==> config.mk <==
export PLATFORM = sky130hd
export DESIGN_NAME = taxi_qsfp_port_mgr_flat
export DESIGN_NICKNAME = d
export VERILOG_FILES = /design/src/rtl/taxi_qsfp_port_mgr_if.sv /design/src/rtl/taxi_qsfp_port_mgr.sv /design/src/flat_wrapper.sv
export SDC_FILE = /design/constraint.sdc
export NUM_CORES = 2
export LEC_CHECK = 0
export BUFFER_PORTS_ARGS = -buffer_cell sky130_fd_sc_hd__buf_2
export CAP_MARGIN = 10
export CORE_AREA = 2 2 351 249
export DETAILED_ROUTE_END_ITERATION = 12
export DIE_AREA = 0 0 353 251
export GPL_TIMING_DRIVEN = 0
export PLACE_DENSITY = 0.74
export SKIP_CTS_REPAIR_TIMING = 1
export SKIP_LAST_GASP = 1
export SLEW_MARGIN = 20
export SYNTH_ARGS = -nofsm -noshare
export SYNTH_HDL_FRONTEND = slang
export SYNTH_SLANG_ARGS = --single-unit
==> constraint.sdc <==
create_clock -name clk -period 27.9 [get_ports clk]
set_clock_uncertainty 0.2 [all_clocks]
set_input_delay 1.395 -clock clk [delete_from_list [all_inputs] [get_ports clk]]
set_output_delay 1.395 -clock clk [all_outputs]
set_load 0.1 [all_outputs]
==> src/rtl/taxi_qsfp_port_mgr_if.sv <==
// Per-port QSFP cage signal bundle between the board pins/software side and the port manager.
// All vectors are indexed by port number; port_state carries each port's FSM state (2 bits per port).
interface taxi_qsfp_port_mgr_if #(
    parameter int PORT_CNT = 15
);
    logic [PORT_CNT-1:0]   port_modprsl;
    logic [PORT_CNT-1:0]   port_intl;
    logic [PORT_CNT-1:0]   port_reset_req;
    logic [PORT_CNT-1:0]   port_int_clear;
    logic [PORT_CNT-1:0]   port_resetl;
    logic [PORT_CNT-1:0]   port_lpmode;
    logic [PORT_CNT-1:0]   port_gt_rst;
    logic [PORT_CNT-1:0]   port_present;
    logic [PORT_CNT-1:0]   port_ready;
    logic [PORT_CNT-1:0]   port_int;
    logic [2*PORT_CNT-1:0] port_state;

    // Strobes (reset_req, int_clear) are single-cycle pulses with no back-pressure:
    // the manager acts on every cycle a strobe bit is high, so no ready/ack is returned.
    modport master (
        output port_modprsl, port_intl, port_reset_req, port_int_clear,
        input  port_resetl, port_lpmode, port_gt_rst, port_present, port_ready, port_int, port_state
    );

    modport slave (
        input  port_modprsl, port_intl, port_reset_req, port_int_clear,
        output port_resetl, port_lpmode, port_gt_rst, port_present, port_ready, port_int, port_state
    );
endinterface

==> src/rtl/taxi_qsfp_port_mgr.sv <==
// QSFP28 cage manager: per-port presence debounce, ResetL/LPMode sequencing, transceiver reset
// gating on PLL lock, and latched IntL events. Every port runs an independent copy of the logic.
module taxi_qsfp_port_mgr #(
    parameter int PORT_CNT     = 15,
    parameter int DEB_CYCLES   = 125000,
    parameter int RESET_CYCLES = 1250,
    parameter int INIT_CYCLES  = 250000000
) (
    input  logic                 clk,
    input  logic                 rst,
    input  logic                 pll_locked,
    taxi_qsfp_port_mgr_if.slave  bus
);

    localparam int CNT_MAX = (RESET_CYCLES > INIT_CYCLES) ? RESET_CYCLES : INIT_CYCLES;
    localparam int CNT_W   = $clog2(CNT_MAX + 1);
    localparam int DEB_W   = (DEB_CYCLES > 1) ? $clog2(DEB_CYCLES) : 1;

    localparam logic [CNT_W-1:0] RESET_LOAD = CNT_W'(RESET_CYCLES - 1);
    localparam logic [CNT_W-1:0] INIT_LOAD  = CNT_W'(INIT_CYCLES - 1);
    localparam logic [DEB_W-1:0] DEB_LAST   = DEB_W'(DEB_CYCLES - 1);

    if (PORT_CNT < 1 || DEB_CYCLES < 1 || RESET_CYCLES < 1 || INIT_CYCLES < 1) begin : g_param_chk
        $error("taxi_qsfp_port_mgr: PORT_CNT and all cycle parameters must be >= 1");
    end

    typedef enum logic [1:0] {
        ST_ABSENT = 2'd0,
        ST_RESET  = 2'd1,
        ST_INIT   = 2'd2,
        ST_READY  = 2'd3
    } state_e;

    // 2-FF synchronisers; reset to the idle pin levels (absent, no interrupt, unlocked)
    logic [PORT_CNT-1:0] prs_s1_q, prs_s2_q;
    logic [PORT_CNT-1:0] intl_s1_q, intl_s2_q, intl_prev_q;
    logic                pll_s1_q, pll_s2_q;

    always_ff @(posedge clk or posedge rst) begin
        if (rst) begin
            prs_s1_q    <= '1;
            prs_s2_q    <= '1;
            intl_s1_q   <= '1;
            intl_s2_q   <= '1;
            intl_prev_q <= '1;
            pll_s1_q    <= 1'b0;
            pll_s2_q    <= 1'b0;
        end else begin
            prs_s1_q    <= bus.port_modprsl;
            prs_s2_q    <= prs_s1_q;
            intl_s1_q   <= bus.port_intl;
            intl_s2_q   <= intl_s1_q;
            intl_prev_q <= intl_s2_q;
            pll_s1_q    <= pll_locked;
            pll_s2_q    <= pll_s1_q;
        end
    end

    for (genvar i = 0; i < PORT_CNT; i++) begin : g_port
        logic [DEB_W-1:0] deb_cnt_q, deb_cnt_d;
        logic             present_q, present_d;
        state_e           state_q, state_d;
        logic [CNT_W-1:0] cnt_q, cnt_d;
        logic             resetl_q, resetl_d;
        logic             lpmode_q, lpmode_d;
        logic             gt_rst_q, gt_rst_d;
        logic             ready_q, ready_d;
        logic             int_q, int_d;
        logic             int_fall;

        always_comb begin
            deb_cnt_d = deb_cnt_q;
            present_d = present_q;
            if (~prs_s2_q[i] == present_q) begin
                deb_cnt_d = '0;
            end else if (deb_cnt_q == DEB_LAST) begin
                present_d = ~present_q;
                deb_cnt_d = '0;
            end else begin
                deb_cnt_d = deb_cnt_q + DEB_W'(1);
            end
        end

        // Loss of presence beats a reset request, which beats counter expiry
        always_comb begin
            state_d = state_q;
            cnt_d   = cnt_q;
            if (!present_q) begin
                state_d = ST_ABSENT;
            end else if (bus.port_reset_req[i] && state_q != ST_ABSENT) begin
                state_d = ST_RESET;
                cnt_d   = RESET_LOAD;
            end else begin
                case (state_q)
                    ST_ABSENT: begin
                        state_d = ST_RESET;
                        cnt_d   = RESET_LOAD;
                    end
                    ST_RESET: begin
                        if (cnt_q == '0) begin
                            state_d = ST_INIT;
                            cnt_d   = INIT_LOAD;
                        end else begin
                            cnt_d = cnt_q - CNT_W'(1);
                        end
                    end
                    ST_INIT: begin
                        if (cnt_q == '0) begin
                            state_d = ST_READY;
                        end else begin
                            cnt_d = cnt_q - CNT_W'(1);
                        end
                    end
                    default: ;
                endcase
            end
        end

        assign int_fall = intl_prev_q[i] & ~intl_s2_q[i];

        always_comb begin
            resetl_d = 1'b0;
            lpmode_d = 1'b1;
            gt_rst_d = 1'b1;
            ready_d  = 1'b0;
            case (state_q)
                ST_INIT: begin
                    resetl_d = 1'b1;
                    lpmode_d = 1'b0;
                end
                ST_READY: begin
                    resetl_d = 1'b1;
                    lpmode_d = 1'b0;
                    ready_d  = 1'b1;
                    gt_rst_d = ~pll_s2_q;
                end
                default: ;
            endcase
            int_d = int_q;
            if (bus.port_int_clear[i] || state_q == ST_ABSENT) begin
                int_d = 1'b0;
            end
            if (int_fall && state_q == ST_READY) begin
                int_d = 1'b1;
            end
        end

        always_ff @(posedge clk or posedge rst) begin
            if (rst) begin
                deb_cnt_q <= '0;
                present_q <= 1'b0;
                state_q   <= ST_ABSENT;
                cnt_q     <= '0;
                resetl_q  <= 1'b0;
                lpmode_q  <= 1'b1;
                gt_rst_q  <= 1'b1;
                ready_q   <= 1'b0;
                int_q     <= 1'b0;
            end else begin
                deb_cnt_q <= deb_cnt_d;
                present_q <= present_d;
                state_q   <= state_d;
                cnt_q     <= cnt_d;
                resetl_q  <= resetl_d;
                lpmode_q  <= lpmode_d;
                gt_rst_q  <= gt_rst_d;
                ready_q   <= ready_d;
                int_q     <= int_d;
            end
        end

        assign bus.port_resetl[i]        = resetl_q;
        assign bus.port_lpmode[i]        = lpmode_q;
        assign bus.port_gt_rst[i]        = gt_rst_q;
        assign bus.port_present[i]       = present_q;
        assign bus.port_ready[i]         = ready_q;
        assign bus.port_int[i]           = int_q;
        assign bus.port_state[2*i +: 2]  = state_q;
    end

endmodule

==> src/flat_wrapper.sv <==
// flat-port wrapper written by rule: the top's interface ports become plain ports
module taxi_qsfp_port_mgr_flat 
#(
    parameter int PORT_CNT     = 15,
    parameter int DEB_CYCLES   = 125000,
    parameter int RESET_CYCLES = 1250,
    parameter int INIT_CYCLES  = 250000000
)
  (clk, rst, pll_locked, bus_port_modprsl, bus_port_intl, bus_port_reset_req, bus_port_int_clear, bus_port_resetl, bus_port_lpmode, bus_port_gt_rst, bus_port_present, bus_port_ready, bus_port_int, bus_port_state);
  taxi_qsfp_port_mgr_if #(.PORT_CNT(PORT_CNT)) bus_i ();
  input  logic clk;
  input  logic rst;
  input  logic pll_locked;
  input wire logic [$bits(bus_i.port_modprsl)-1:0] bus_port_modprsl;
  input wire logic [$bits(bus_i.port_intl)-1:0] bus_port_intl;
  input wire logic [$bits(bus_i.port_reset_req)-1:0] bus_port_reset_req;
  input wire logic [$bits(bus_i.port_int_clear)-1:0] bus_port_int_clear;
  output wire logic [$bits(bus_i.port_resetl)-1:0] bus_port_resetl;
  output wire logic [$bits(bus_i.port_lpmode)-1:0] bus_port_lpmode;
  output wire logic [$bits(bus_i.port_gt_rst)-1:0] bus_port_gt_rst;
  output wire logic [$bits(bus_i.port_present)-1:0] bus_port_present;
  output wire logic [$bits(bus_i.port_ready)-1:0] bus_port_ready;
  output wire logic [$bits(bus_i.port_int)-1:0] bus_port_int;
  output wire logic [$bits(bus_i.port_state)-1:0] bus_port_state;
  assign bus_i.port_modprsl = bus_port_modprsl;
  assign bus_i.port_intl = bus_port_intl;
  assign bus_i.port_reset_req = bus_port_reset_req;
  assign bus_i.port_int_clear = bus_port_int_clear;
  assign bus_port_resetl = bus_i.port_resetl;
  assign bus_port_lpmode = bus_i.port_lpmode;
  assign bus_port_gt_rst = bus_i.port_gt_rst;
  assign bus_port_present = bus_i.port_present;
  assign bus_port_ready = bus_i.port_ready;
  assign bus_port_int = bus_i.port_int;
  assign bus_port_state = bus_i.port_state;
  taxi_qsfp_port_mgr #(.PORT_CNT(PORT_CNT), .DEB_CYCLES(DEB_CYCLES), .RESET_CYCLES(RESET_CYCLES), .INIT_CYCLES(INIT_CYCLES)) u_core (.clk(clk), .rst(rst), .pll_locked(pll_locked), .bus(bus_i));
endmodule
After elaboration in Yosys (flattened, before gate mapping)
Cells that the tools add are included.
{"block": "op_classes", "addsub": 30, "n_eq_ne": 135, "muxes": 255, "bitwise_logic": 76, "reduce_logical": 180}
{"operator": "two-way mux 28 bit", "n": 45}
{"operator": "case mux 28 bit (3 select lines)", "n": 15}
{"operator": "two-way mux 17 bit", "n": 30}
{"operator": "logical NOT 28 bit", "n": 15}
{"operator": "subtractor 28 x 1 -> 28 bit (second input constant)", "n": 15}
{"operator": "adder 17 x 1 -> 17 bit (second input constant)", "n": 15}
{"operator": "equality test 17 bit (second input constant)", "n": 15}
{"operator": "two-way mux 2 bit", "n": 60}
{"operator": "!= test 4 bit (second input constant)", "n": 30}
{"operator": "two-way mux 1 bit", "n": 90}
{"operator": "case mux 2 bit (3 select lines)", "n": 15}
{"operator": "AND reduction 3 bit", "n": 30}
{"operator": "!= test 5 bit (second input constant)", "n": 15}
{"operator": "inverter 1 bit", "n": 61}
{"operator": "equality test 2 bit (second input constant)", "n": 30}
{"operator": "nonzero test 2 bit", "n": 30}
{"operator": "nonzero test 4 bit", "n": 15}
{"operator": "!= test 3 x 2 -> 1 bit (second input constant)", "n": 15}
{"operator": "equality test 2 x 1 -> 1 bit (second input constant)", "n": 15}
{"operator": "logical AND 1 bit", "n": 30}
{"operator": "logical NOT 2 bit", "n": 15}
{"operator": "AND reduction 2 bit", "n": 15}
{"operator": "OR reduction 2 bit", "n": 15}
{"operator": "AND 1 bit", "n": 15}
{"operator": "2 further kinds", "n": 30}
{"block": "totals", "ff_bits": 872, "in_bits": 63, "out_inout_bits": 120, "elab_cells": 818}

Longest topological paths before layout
{"block": "depth", "depth_word": 5, "mapped_depth": 11, "mapped_depth_nobuf": 8}

Worst setup path before layout
OpenSTA, ideal clock, no wires.
{"block": "synth_path", "path_kind": "input -> register", "startpoint": "input port bus_port_reset_req[11]", "endpoint": "register u_core.g_port[11].cnt_q[19]", "setup_time_ns": 0.078, "arrival_time_ns": 2.970, "t_required_ns": 27.622, "setup_slack_ns": 24.652, "path_stages": 8, "n_path_buf": 2, "path_cell_list": "nand2b_1 nand2_1 nor4_1 or2_2 buf_2 buf_2 o21ai_0 a21oi_1"}
{"block": "synth_between", "elab_chain_len": 3, "elab_cells_between_ends": 5, "classes_between": "eq/ne (1); mux (1); reduce/logical (3)"}
{"item": "start, declared", "line_no": "flat_wrapper.sv:16", "source": "input wire logic [$bits(bus_i.port_reset_req)-1:0] bus_port_reset_req;"}
{"item": "logical AND 1 bit (*)", "line_no": "taxi_qsfp_port_mgr.sv:90", "source": "end else if (bus.port_reset_req[i] && state_q != ST_ABSENT) begin"}
{"item": "!= test 3 x 2 -> 1 bit (no line) / nonzero test 4 bit (equally long branches)"}
{"item": "AND reduction 3 bit (no line)"}
{"item": "end signal, assigned", "line_no": "taxi_qsfp_port_mgr.sv:163", "source": "cnt_q <= cnt_d;"}
{"item": "end, declared", "line_no": "taxi_qsfp_port_mgr.sv:63", "source": "logic [CNT_W-1:0] cnt_q, cnt_d;"}
Mark *: on every way between the ends. The rest lies on a longest branch, timed or not.
A chain may end at the register's enable or synchronous reset.

Worst setup path in the final report
{"block": "layout_path", "startpoint": "register u_core.g_port[4].cnt_q[14]", "endpoint": "register u_core.g_port[4].cnt_q[20]"}
{"block": "layout_between", "elab_chain_len": 4, "elab_cells_between_ends": 8, "classes_between": "add/sub (1); eq/ne (1); mux (4); reduce/logical (2)"}
{"item": "start, declared", "line_no": "taxi_qsfp_port_mgr.sv:63"}
{"item": "start signal, assigned", "line_no": "taxi_qsfp_port_mgr.sv:163"}
{"item": "subtractor 28 x 1 -> 28 bit / logical NOT 28 bit (equally long branches)"}
{"item": "two-way mux 28 bit, on equally long branches", "line_no": "taxi_qsfp_port_mgr.sv:108, taxi_qsfp_port_mgr.sv:100"}
{"item": "case mux 28 bit (3 select lines)", "line_no": "taxi_qsfp_port_mgr.sv:94", "source": "case (state_q)"}
{"item": "two-way mux 28 bit", "line_no": "taxi_qsfp_port_mgr.sv:90"}
Several ways; a longest one is shown, not always the timed one. The select of a mux whose other input is x is not followed.

==> impl_results.md <==
- Mapped Area: 0.0465 sq mm
- Combinational family with the most area after synthesis: simple AND/OR/NAND/NOR gates
- Synth Warn #: 0
- Synth Instances: 5,066
- CTS tree: built
- Path type of the worst min-delay path: flip-flop to flip-flop
- Gp weighted congestion: 0.914
- Post-Synth Adder-Cell Area: 0.0283
- Share of post-route cells with drive strength above 1: 0.127
- Max frequency: 270 MHz
- Unique cell type count in the Yosys netlist: 94
- Starting DRT DRC Count: 3,678
- Slew @ Worst Pin: 1080 ps
- Die span in x: 353 microns
- CP Max Fanout: 10
- DR DRC count: 0
- Worst setup margin: 24,200 ps
- Post-synth top flop: dfrtp_1
- Longest Clk Path Bufs: 3
- Total CTS buffers: 87
- Post-synth EDFFs: 0
- Register area share after synthesis: 0.472
- Pre-CTS WS: 23,810 ps
- Clk_lat worst skew: 640 ps
- CORE AREA: 0.0854 sq mm
- Worst slew margin: 0.274
- Post-synthesis xor/xnor area fraction: 0.0565
- H-tree Lvls: 3
- Layout Area Growth over Synthesis: 12.0%
- Final hold slack: 150 ps
- Met1 Track Usage GR: 0.379
- Final WL: 107 mm
- Routed Antenna Nets: 0
- Post-Synth Simple-Gate Area: 0.233
- Hold Fails Final Rpt: 0
- Crit Reg-Reg Endpoint: u_core.g_port[4].cnt_q[20]$_DFFE_PP0P_
- All-Layer GR Usage: 0.239
- Met3 usage: 0.0310
- Critical path arrival: 4020 ps
- Unrepaired setup endpoints after global routing: false
- Total power draw: 2550 uW
- Vias in the first global route: 36,000
- CP max-delay cell: o31ai_1
- Maximum Capacitance Violations: 0
- CP max stage delay: 960 ps
- Element type at the critical path end: flip-flop
- Synth Register Bits: 872
- Via/cell ratio: 5.87
- Clock slew at reported path FFs: 70 ps
- Max IR drop VDD: 0.0437 mV
- Worst reg2reg setup slack: 24,200 ps
- Count of final setup violators: 0
- Die H: 251 microns
- Leak: 0.0229 uW
- Nets: 5,515
- Via count of the routed design: 38,600
- Worst r2r path cells: 7
- Setup crit start: u_core.g_port[4].cnt_q[14]$_DFFE_PP0P_
- Drt pass-1 iters: 6
- Crit path kind: flip-flop to flip-flop
- Final Max Slew Viols: 0
- Synth Area in Compound Gates: 0.159
- Post-Synthesis Mean Instance Area: 9.17 sq um
- DR WL/cell: 16.3 microns
- Final worst path period share: 0.133
- First-pass GRT wire length: 181 mm
- WP data required: 28,220 ps
- CP endpoint: u_core.g_port[4].cnt_q[20]$_DFFE_PP0P_
- Minimum clock period: 3700 ps
- Die area: 0.0886 sq mm
- Synth Net Count: 5,234
- Mux cell area share after synthesis: 0.00579
- FF-to-FF Start: u_core.g_port[4].cnt_q[14]$_DFFE_PP0P_
- # clock sinks: 872
- FFs w/ async S/R, synth: 1.00
- Global route overflow: 0
- Io pins: 183
- Initial Utilization: 0.544
- Site Rows: 90
- GRT Max-Usage Layer: met1
- Pin count of the biggest net entering global routing: 95
- Status: completed
- Initial antenna violation count: 0
- Cell chain of the critical path: nor4_1 -> nand4_1 -> o31ai_1 -> buf_2 -> buf_2 -> o21ai_0 -> o31ai_1
- Root buffer cell: clkbuf_16
- Startpoint Class: flip-flop
- Detailed Place HPWL: 73.7 mm
- Met2 Use GR: 0.344
- Cell area power density: 49.0 mW/mm^2
- Port bufs: 182
==> logic make-up (layout without fill, tap and decap cells) <==
logic type	count (synthesis)	count (layout)
mux	26	26
simple gates	2128	2128
flops	872	872
other cells	0	1
buf+inv	451	805
fa+ha+maj	105	105
xor+xnor	300	300
compound gates	1184	1184
==> cells in the mapped netlist, drive strengths merged (99+ instances only) <==
cell type	count	area, sq um
a21oi	342	1750
buf	137	946
clkbuf	130	488
dfrtp	767	19200
dfstp	105	2760
ha	105	1310
inv	184	691
nand2	319	1210
nand3	191	956
nor2	686	2580
nor3	199	996
nor4	152	1060
o21ai	377	1890
o22a	99	867
xnor2	144	1260
xor2	156	1370
==> cell usage in the layout (no fill, tap or decap), drive strengths merged, types with 34 or more instances in the layout <==
cell type / netlist / routed
o31ai: 36 / 36
buf: 137 / 329
or4: 60 / 60
nor4: 152 / 152
o21ai: 377 / 377
o22a: 99 / 99
xnor2: 144 / 144
ha: 105 / 105
and2: 38 / 38
and3: 72 / 72
xor2: 156 / 156
or2: 62 / 62
nand3: 191 / 191
a21oi: 342 / 342
nor3: 199 / 199
nand2: 319 / 319
dfrtp: 767 / 767
or3: 75 / 75
a31oi: 81 / 81
nand4: 73 / 73
clkbuf: 130 / 259
nor3b: 34 / 34
nand2b: 47 / 47
inv: 184 / 187
nor2: 686 / 686
dfstp: 105 / 105
==> critical path, delay by kind of cell, from the launching register on <==
family	cells	cell delay, ps
AO/OA/AOI/OAI	3	1200
flip-flops	1	430
AND/OR/NAND/NOR	2	1130
buffers and inverters	2	620
==> flip-flops by register name, summed over array words and instances (netlist names) <==
register,count
u_core.g_port.cnt_q,420
u_core.intl_prev_q,15
u_core.prs_s2_q,15
u_core.g_port.deb_cnt_q,255
u_core.intl_s2_q,15
u_core.g_port.ready_q,15
u_core.prs_s1_q,15
u_core.g_port.lpmode_q,15
u_core.intl_s1_q,15
u_core.pll_s1_q,1
u_core.pll_s2_q,1
u_core.g_port.int_q,15
u_core.g_port.resetl_q,15
u_core.g_port.state_q,30
u_core.g_port.present_q,15
u_core.g_port.gt_rst_q,15
==> layout make-up <==
type	instances	area, sq um
timing repair buffer	192	1190
tap	1150	1440
antenna	1	2.50
sequential	872	22000
buffer	267	1440
clock buffer	129	2580
inverter	184	698
fill	7311	33300
clock inverter	33	327
multi-input combinational	3743	22400
==> per-layer routing <==
metal,part of all wire,vias to the layer above
li1,-,18600
met1,0.50,18600
met2,0.42,1184
met3,0.060,139
met4,0.017,0
met5,0,-
==> through the flow <==
stage / std cells / instance area [sq um] / TNS, ps / utilization
3_3_place_gp: 6398 / 48800 / -5688690 / 0.572
6_report: 6571 / 52000 / 0 / 0.610
5_1_grt: 6570 / 52000 / 0 / 0.610
4_1_cts: 6570 / 52000 / 0 / 0.610
3_5_place_dp: 6408 / 49100 / 0 / 0.575
2_1_floorplan: 5066 / 46500 / 0 / -
==> where the power goes <==
group          total, uW  switching [uW]  leakage (uW)  internal [uW]
Clock               1190             506       0.00141            689
Sequential          1290            10.8        0.0115           1280
Combinational       61.1            43.2        0.0100           17.9
Total               2550             560        0.0229           1990
==> worst min-delay path by stage <==
stage / from / endpoint / slack, ps / cells past startpoint
final: u_core.intl_s1_q[3]$_DFF_PP1_ / u_core.intl_s2_q[3]$_DFF_PP1_ / 150 / 0
after global routing: u_core.intl_s1_q[3]$_DFF_PP1_ / u_core.intl_s2_q[3]$_DFF_PP1_ / 150 / 0
after CTS: u_core.intl_s1_q[3]$_DFF_PP1_ / u_core.intl_s2_q[3]$_DFF_PP1_ / 150 / 0
after detailed placement: u_core.pll_s1_q$_DFF_PP0_ / u_core.pll_s2_q$_DFF_PP0_ / 140 / 0
after global placement: u_core.pll_s1_q$_DFF_PP0_ / u_core.pll_s2_q$_DFF_PP0_ / 130 / 0
after floorplan: u_core.pll_s1_q$_DFF_PP0_ / u_core.pll_s2_q$_DFF_PP0_ / 130 / 0
No activity file was read; power rests on OpenSTA's default activity.
